==> src/rtl/iq_phase_pkg.sv <==
// iq_phase_pkg: shared FSM type, angle constants and arctangent table for the I/Q phase CORDIC
package iq_phase_pkg;
  typedef enum logic {IDLE, ROTATE} state_t;
  localparam int PHASE_BITS_DEFAULT = 24;
  localparam longint PI_BINANG = longint'(1) << (PHASE_BITS_DEFAULT - 1);
  localparam real CORDIC_GAIN = 1.6467602581;
  function automatic logic [31:0] atan_lsb(input int i, input int pb);
    longint t;
    case (i)
      0: t = 536870912;
      1: t = 316933406;
      2: t = 167458907;
      3: t = 85004756;
      4: t = 42667331;
      5: t = 21354465;
      6: t = 10679838;
      7: t = 5340245;
      8: t = 2670163;
      9: t = 1335087;
      10: t = 667544;
      11: t = 333772;
      12: t = 166886;
      13: t = 83443;
      14: t = 41722;
      15: t = 20861;
      16: t = 10430;
      17: t = 5215;
      18: t = 2608;
      19: t = 1304;
      20: t = 652;
      21: t = 326;
      22: t = 163;
      23: t = 81;
      24: t = 41;
      25: t = 20;
      26: t = 10;
      27: t = 5;
      28: t = 3;
      29: t = 1;
      default: t = 0;
    endcase
    return pb >= 32 ? t[31:0] : 32'((t + (longint'(1) << (31 - pb))) >> (32 - pb));
  endfunction
endpackage

==> src/rtl/cordic_vector_stage.sv <==
// cordic_vector_stage: one combinational vectoring-mode CORDIC micro-rotation
module cordic_vector_stage #(
  parameter int XW = 26,
  parameter int PB = 24,
  parameter int IW = 4
) (
  input  logic signed [XW-1:0] x,
  input  logic signed [XW-1:0] y,
  input  logic [PB-1:0] z,
  input  logic [PB-1:0] atan,
  input  logic [IW-1:0] iter,
  output logic signed [XW-1:0] x_next,
  output logic signed [XW-1:0] y_next,
  output logic [PB-1:0] z_next
);
  logic signed [XW-1:0] xs, ys;
  always_comb begin
    xs = x >>> iter;
    ys = y >>> iter;
    x_next = y[XW-1] ? x - ys : x + ys;
    y_next = y[XW-1] ? y + xs : y - xs;
    z_next = y[XW-1] ? z - atan : z + atan;
  end
endmodule

==> src/rtl/iq_phase_cordic.sv <==
// iq_phase_cordic: iterative vectoring CORDIC giving phase and unscaled magnitude of each I/Q sample
module iq_phase_cordic import iq_phase_pkg::*; #(
  parameter int NUM_BITS = 24,
  parameter int PHASE_BITS = 24,
  parameter int NUM_ITER = 16
) (
  input  logic clk_i,
  input  logic reset_i,
  input  logic tick_i,
  input  logic signed [NUM_BITS-1:0] sin_i,
  input  logic signed [NUM_BITS-1:0] cos_i,
  output logic signed [PHASE_BITS-1:0] phase_o,
  output logic [NUM_BITS:0] magnitude_o,
  output logic done_o,
  output logic overrun_o
);
  localparam int XW = NUM_BITS + 2;
  localparam int IW = $clog2(NUM_ITER);
  localparam logic [PHASE_BITS-1:0] PI_Z = {1'b1, {(PHASE_BITS-1){1'b0}}};
  state_t state, state_next;
  logic signed [XW-1:0] x, y, x_next, y_next, x_in, y_in;
  logic [PHASE_BITS-1:0] z, z_next;
  logic [PHASE_BITS-1:0] atan_rom [NUM_ITER];
  logic [IW-1:0] iter;
  logic zero, last;
  for (genvar i = 0; i < NUM_ITER; i++) begin : g_atan
    assign atan_rom[i] = PHASE_BITS'(atan_lsb(i, PHASE_BITS));
  end
  assign x_in = XW'(cos_i);
  assign y_in = XW'(sin_i);
  assign last = iter == IW'(NUM_ITER - 1);
  cordic_vector_stage #(.XW(XW), .PB(PHASE_BITS), .IW(IW)) u_stage (
    .x(x), .y(y), .z(z), .atan(atan_rom[iter]), .iter(iter),
    .x_next(x_next), .y_next(y_next), .z_next(z_next)
  );
  always_comb begin
    state_next = state == IDLE ? (tick_i ? ROTATE : IDLE) : (last ? IDLE : ROTATE);
  end
  always_ff @(posedge clk_i) begin
    if (reset_i) state <= IDLE;
    else state <= state_next;
  end
  always_ff @(posedge clk_i) begin
    if (reset_i) begin
      x <= '0;
      y <= '0;
      z <= '0;
      iter <= '0;
      zero <= 1'b0;
      phase_o <= '0;
      magnitude_o <= '0;
      done_o <= 1'b0;
      overrun_o <= 1'b0;
    end else begin
      done_o <= state == ROTATE && last;
      overrun_o <= state == ROTATE && tick_i;
      if (state == IDLE && tick_i) begin
        x <= x_in[XW-1] ? -x_in : x_in;
        y <= x_in[XW-1] ? -y_in : y_in;
        z <= x_in[XW-1] ? PI_Z : '0;
        zero <= cos_i == '0 && sin_i == '0;
        iter <= '0;
      end else if (state == ROTATE) begin
        x <= x_next;
        y <= y_next;
        z <= z_next;
        iter <= last ? '0 : iter + 1'b1;
        if (last) begin
          phase_o <= zero ? '0 : z_next;
          magnitude_o <= zero ? '0 : x_next[NUM_BITS:0];
        end
      end
    end
  end
endmodule

==> config.mk <==
export PLATFORM = sky130hd
export DESIGN_NAME = iq_phase_cordic
export DESIGN_NICKNAME = d
export VERILOG_FILES = /design/src/rtl/iq_phase_pkg.sv /design/src/rtl/cordic_vector_stage.sv /design/src/rtl/iq_phase_cordic.sv
export SDC_FILE = /design/constraint.sdc
export NUM_CORES = 1
export LEC_CHECK = 0
export ABC_AREA = 1
export BUFFER_PORTS_ARGS = -buffer_cell sky130_fd_sc_hd__buf_2
export CORE_UTILIZATION = 35
export DETAILED_ROUTE_END_ITERATION = 10
export PLACE_DENSITY = 0.48
export SETUP_SLACK_MARGIN = 0.3
export SYNTH_ARGS = -nofsm -noshare
export SYNTH_HDL_FRONTEND = slang
export SYNTH_SLANG_ARGS = --single-unit
==> constraint.sdc <==
create_clock -name clk_i -period 7.5 [get_ports clk_i]
set_input_delay 0.75 -clock clk_i [delete_from_list [all_inputs] [get_ports clk_i]]
set_output_delay 0.75 -clock clk_i [all_outputs]
set_load 0.005 [all_outputs]
==> run metrics, run 1 <==
Post-synth top flop dfxtp_1; fin. max-slew vios 0; Gate power share 0.655; Pint between 2000 and 2500 µW; Reg2Reg Setup Slack around 1.8 ns; fill count ~4.6k; power per cell area approximately 330 nW/µm²; instance count on the critical path 25; Fin. Hold Viols 0; Tmin final ~5.7 ns; synthesized flop and latch total ~130; Setup Viol. Count Final 0; Total Routed Length around 60 mm; grt met2 use 0.452; Area growth syn-to-layout 8.95%; Post-synth ARST share 0; reg2reg path depth 25; Leak slightly below 0.008 µW; total net switching power 2880 µW; number of global-route vias before repair between 15k and 20k; CP Data Required Time between 7 and 8 ns; mapped cell area about 15000 µm²; most frequent cell on the critical path nand2_1; Critical path buffers and inverters 6; Top Usage Layer GRT met2; clock tree buffer depth 2; met1 Usage GRT 0.371; initial antenna violation count 0; Clock transition at path regs 0.08 ns; overall die height between 200 and 250 µm; total grt overflow 0; GR Layer Usage met3 0.0263; clock root buffer clkbuf_16; Final Skew 0.0132 ns; FF-to-FF End y[25]; yosys warns 0; Seq pwr share 0.180; Crit path arrival time approximately 6 ns; residual DRC count 0; reg2reg start iter[3]; first-pass GRT wire length just over 90 mm; Mapped Cells ~2.5k; crit path capture type flip-flop; clk sinks approximately 130; DRT iter0 DRCs roughly 1.4k; gp weighted congestion between 0.9 and 1; CP Capture Point y[25]; startpoint class of the critical path flip-flop; Hold Path Class reg -> reg; antenna diode count 0; worst vdd ir about 0.00017 V; Final #Nets 2719; Tightest Pin Transition approximately 1.1 ns; postcts setup bufs 0; dpl hpwl approximately 46 mm; unrepaired setup endpoints after global routing false; count of port buffers added during placement between 100 and 150; CP max-delay cell dfxtp_2; Detail Route Antenna Nets 0; Global Route Usage Sum 0.271; finished layout cell area about 16000 µm²; worst rel slew slack 0.249; status completed; f_max approximately 180 MHz; TritonRoute pass-1 iters 6; CTS tree done; Setup crit start iter[3]; CORE AREA 41200 µm²; Wirelength per Cell roughly 19 µm; io pins roughly 100; CP top delay family simple AND/OR/NAND/NOR gates; number of buffers created by CTS 17; switching share of power 0.548; post-synth cell types 56; Seq/Total Area, Yosys 0.180; die area 43000 µm²; Clk pwr share 0.165; Via Count approximately 17k; fin crit share 0.760; largest stage delay on the critical path 1.07 ns; critical path class reg -> reg; total negative slack 0 ns; CP max FO 57; max_cap viols 0; Skew-Pair Late Insertion Delay 0.47 ns; cts hold-fix bufs 0; largest net degree at the start of global routing slightly above 80; row cnt 74; hold path startpoint phase_o[15]; total number of H-tree levels 4; die width 207 µm; Initial Util 0.358; Synth Area per Inst 5.79 µm²; Placement Cell Area approximately 16000 µm²; EDFF count, synth 0; routed vias/inst around 5.4; post-cts gate resize count 0; syn nets ~2.7k; layout cells sized above 1 0.0827
[cell usage in the layout, fill, tap and decap left out, types with 19 or more instances in the layout]
master / count
buf_2: 100
a31oi_1: 30
o21ai_0: 154
dfxtp_1: 129
nand4_1: 23
nor2_1: 203
a21oi_1: 243
nor3_1: 36
inv_1: 220
or2_2: 19
ha_1: 89
nand3_1: 313
xor2_1: 57
nand2_1: 745
xnor2_1: 33
[Yosys cell counts (8+ instances only)]
cell type | number | area [µm²]
buf_6 | 12 | 135
o21ai_0 | 154 | 771
o21bai_1 | 15 | 113
ha_1 | 89 | 1110
buf_2 | 27 | 135
a31oi_1 | 30 | 188
a21oi_1 | 243 | 1220
dfxtp_1 | 133 | 2660
xor2_1 | 57 | 499
inv_2 | 10 | 37.5
nor3_1 | 36 | 180
o211ai_1 | 16 | 120
nor4_1 | 9 | 56.3
nand3_1 | 313 | 1570
xnor2_1 | 33 | 289
buf_1 | 8 | 30.0
o21ai_1 | 8 | 40.0
inv_1 | 221 | 830
clkbuf_1 | 57 | 214
nand4_1 | 23 | 144
or2_2 | 19 | 119
a21o_1 | 10 | 75.1
nor2_1 | 205 | 769
nand2_1 | 745 | 2800
[stage by stage]
stage          instances  utilization  total power, µW  hold WS [ns]  worst slack, ns
6_report            3121        0.390             5260         0.460             1.80
5_1_grt             3121        0.390             5730         0.482             1.16
4_1_cts             3121        0.390             5240         0.464             1.88
3_5_place_dp        3089        0.376             4350         0.453             1.91
3_3_place_gp        3089        0.376             4370         0.451             2.02
2_1_floorplan       2548            -             3380         0.450             3.63
[final cells by class]
| class | count | area, µm² | share of cell area |
|---|---|---|---|
| Sequential cell | 133 | 2670 | 0.166 |
| Timing Repair Buffer | 117 | 628 | 0.0391 |
| Tap cell | 532 | 666 | 0.0414 |
| Clock inverter | 15 | 146 | 0.00910 |
| Multi-Input combinational cell | 2072 | 10700 | 0.663 |
| Clock buffer | 17 | 425 | 0.0265 |
| Inverter | 235 | 887 | 0.0552 |
[routing by layer]
metal,part of all wire,wire [µm]
met5,0,0
met1,0.48,27900
met3,0.044,2600
met4,0.019,1100
met2,0.46,26900
[sequential cells by signal (all words and copies together) (netlist names)]
name / flops
state: 1
z: 24
phase_o: 24
done_o: 1
iter: 4
x: 26
overrun_o: 1
y: 26
magnitude_o: 25
zero: 1
[logic make-up (layout without fill, tap and decap cells)]
logic type	after synthesis	in the layout	share of synthesized area
AOI/OAI and AO/OA	506	506	0.187
xor gates and xnor gates	91	91	0.0545
adders and majority gates	92	92	0.0795
buffers and inverters	343	384	0.0983
DFF	133	133	0.180
muxes	1	1	0.000678
and+or+nand+nor	1382	1382	0.399
[worst min path at each step]
| stage | to | slack [ns] | cells past startpoint |
|---|---|---|---|
| after floorplan | z[10] | 0.45 | 2 |
| after global placement | phase_o[0] | 0.45 | 2 |
| after detailed placement | phase_o[15] | 0.45 | 2 |
| after CTS | phase_o[15] | 0.46 | 2 |
| after global routing | phase_o[19] | 0.48 | 2 |
| final | phase_o[15] | 0.46 | 2 |
[power groups by stage]
| stage | clock (µW) | sequential (µW) | combinational, µW |
|---|---|---|---|
| floorplan | 0 | 878 | 2500 |
| global placement | 0 | 963 | 3410 |
| detailed placement | 0 | 961 | 3390 |
| CTS | 880 | 946 | 3410 |
| global route | 904 | 955 | 3870 |
| finish | 868 | 946 | 3450 |
[worst min-delay path, cell delays in order (launching register included)]
cell and delay [ns]:
dfxtp_1 0.31, nand2_1 0.06, a21oi_1 0.05
(Power assumes the default switching activity.)
==> run 2, diff against run 1 <==
--- a/config.mk
+++ b/config.mk
@@ -9,7 +9,7 @@
 export BUFFER_PORTS_ARGS = -buffer_cell sky130_fd_sc_hd__buf_2
 export CORE_UTILIZATION = 35
 export DETAILED_ROUTE_END_ITERATION = 10
-export PLACE_DENSITY = 0.48
+export PLACE_DENSITY = 0.5
 export SETUP_SLACK_MARGIN = 0.3
 export SYNTH_ARGS = -nofsm -noshare
 export SYNTH_HDL_FRONTEND = slang
==> constraint.sdc (replaced) <==
create_clock -name clk_i -period 4.74 [get_ports clk_i]
set_input_delay 0.474 -clock clk_i [delete_from_list [all_inputs] [get_ports clk_i]]
set_output_delay 0.474 -clock clk_i [all_outputs]
set_load 0.005 [all_outputs]
==> run 2 against run 1 <==
Against the previous run: highest routed layer unchanged; hold slack worse by 0.16 ns; sequential share of layout area is 0.65 points lower; critical endpoint is now z[15]; global-route usage is 0.77 points lower; final area is 4.3% higher; critical path depth is 3 lower; via count is 0.96% higher; wire length is 1.4% lower; largest cell class unchanged; critical path type unchanged; count of clock-buffer cells in the layout is 1 higher.
==> run metrics, run 2 (synthesis gave the netlist of run 1 again) <==
Detail Route Antenna Nets 0 (unchanged); FF-to-FF End z[15]; worst vdd ir 0.000207 V (+23%); Tmin final 4.19 ns (-1.52 ns); fin. max-slew vios 0 (unchanged); total power 8660 µW (+65%); number of buffers created by CTS 17 (unchanged); die width 207 µm (unchanged); number of global-route vias before repair 16.1k (+0.24%); critical path class reg -> reg; Leak 0.00810 µW (+3.7%); largest registers x x26, y x26, magnitude_o x25; count of port buffers added during placement 101 (unchanged); Final #Nets 2753 (+1.3%); Pint 4010 µW (+68%); Setup crit start iter[1]; total net switching power 4660 µW (+62%); Crit path arrival time 4.50 ns (-1.59 ns); layout cells sized above 1 0.116 (+0.0329); cts hold-fix bufs 0 (unchanged); Initial Util 0.358 (unchanged); worst rel slew slack 0.441 (+0.192); TritonRoute pass-1 iters 7 (+1); residual DRC count 0 (unchanged); clock root buffer clkbuf_16; largest stage delay on the critical path 0.36 ns (-0.71 ns); cells along the critical path buf_4, ha_1, inv_1, nor2_1, nand2_1, inv_1, nor3_4, nand3_2, nor3_2, a21oi_1, xnor2_1, ha_1, a21o_1, a31oi_1, nand3_1, a21oi_2, inv_1, a21oi_1, inv_1, or2_2, nand3_1, a21oi_1; f_max 239 MHz (+36%); Reg2Reg Setup Slack 0.55 ns (-1.24 ns); DRT iter0 DRCs 1301 (-9.5%); Clock transition at path regs 0.07 ns (about the same); Clk pwr share 0.169 (+0.004); largest net degree at the start of global routing 80 (-2.4%); routed vias/inst 5.42 (-0.13%); switching share of power 0.537 (-0.0103); max_cap viols 0 (unchanged); first-pass GRT wire length 89.2 mm (-2.8%); Seq pwr share 0.174 (-0.006); row cnt 74 (unchanged); io pins 102 (unchanged); Fin. Hold Viols 0 (unchanged); antenna diode count 0 (unchanged); leading cell type in the layout, fill and taps excluded nand2_1; CP max-delay cell dfxtp_4; Tightest Pin Transition 0.830 ns (-0.285 ns); Util after Layout 0.407 (+0.0169); Total Routed Length 57.8 mm (-1.4%); CP Capture Point z[15]; power per cell area 516 nW/µm² (+58%); CP max FO 6 (-89%); unrepaired setup endpoints after global routing true; reg2reg path depth 22 (-12%); GR Layer Usage met3 0.0349 (+0.00862); Setup Viol. Count Final 0 (unchanged); gp weighted congestion 0.946 (+1.1%); total grt overflow 0 (unchanged); clk sinks 133 (unchanged); crit path capture type flip-flop; fin crit share 0.883 (+0.123); CTS tree done; Gate power share 0.658 (+0.003); most frequent cell on the critical path inv_1; Area growth syn-to-layout 13.7%; reg2reg start iter[1]; Final Skew 0.0183 ns (+0.00516 ns); total negative slack 0 ns (unchanged); total number of H-tree levels 4 (unchanged); met1 Usage GRT 0.349 (-0.0217); commonest cells after routing, fill and taps aside 734 x nand2_1, 306 x nand3_1, 232 x a21oi_1; startpoint class of the critical path flip-flop; CORE AREA 41200 µm² (unchanged); overall die height 207 µm (unchanged); Top Usage Layer GRT met2; initial antenna violation count 0 (unchanged); CP Data Required Time 5.05 ns (-2.84 ns); Global Route Usage Sum 0.264 (-0.00769); Skew-Pair Late Insertion Delay 0.46 ns (about the same); clock tree buffer depth 2 (unchanged); Via Count 17.1k (+0.96%); die area 43000 µm² (unchanged); Wirelength per Cell 18.3 µm (-2.4%); Hold Path Class in -> reg; grt met2 use 0.450 (-0.00174); status completed; dpl hpwl 45.6 mm (-0.28%); hold slack 0.305 ns (-0.155 ns); fill count 4564 (-1.6%)
[run 2: stage by stage]
stage / cells / setup slack, ns / cell area, µm²
3_3_place_gp: 3112 / 0.177 / 15700
3_5_place_dp: 3112 / 0.205 / 15700
4_1_cts: 3144 / 0.272 / 16300
5_1_grt: 3155 / 0.248 / 16800
2_1_floorplan: 2548 / 0.871 / 14800
6_report: 3155 / 0.554 / 16800
[run 2: worst min path at each step]
stage / start / endpoint / slack, ns / cells past startpoint
detailed placement: phase_o[16] / phase_o[16] / 0.45 / 2
global placement: phase_o[13] / phase_o[13] / 0.45 / 2
floorplan: z[10] / z[10] / 0.45 / 2
CTS: cos_i[19] / zero / 0.29 / 4
finish: cos_i[19] / zero / 0.31 / 4
global route: cos_i[19] / zero / 0.32 / 4
[run 2: area by class of cell]
class                      instances  area [µm²]  area share
clock buffer                      18         429      0.0256
timing repair buffer             151         982      0.0585
tap                              532         666      0.0397
multi-input combinational       2072       10900       0.652
clock inverter                    14         190      0.0113
sequential                       133        2670       0.159
inverter                         235         895      0.0533
[run 2: worst max-delay path, delay by kind of cell, from the launching register on]
kind	cells	cell delay [ns]
adder cells (fa/ha/maj)	2	0.51
buffers and inverters	5	0.49
AND/OR/NAND/NOR	8	1.45
flip-flops	1	0.36
AO/OA/AOI/OAI	6	1.04
XOR/XNOR	1	0.22
[run 2: routing by layer]
metal	wire, µm	share of wire	up-vias
li1	-	-	8618
met1	26900	0.47	7961
met2	27000	0.47	452
met3	2840	0.049	61
met4	984	0.017	0
met5	0	0	-
[run 2: power groups by stage]
stage / registers (µW) / clock network [µW] / logic [µW]
CTS: 1500 / 1490 / 5400
finish: 1500 / 1460 / 5700
global route: 1520 / 1530 / 6340
floorplan: 1390 / 0 / 3960
detailed placement: 1520 / 0 / 5360
global placement: 1520 / 0 / 5380
[run 2: repair_timing]
action,4_1_cts,5_1_grt
setup endpoints to repair,6,61
pin swaps,0,20
cloned,0,1
buffers inserted,0,10
resized for setup,3,85
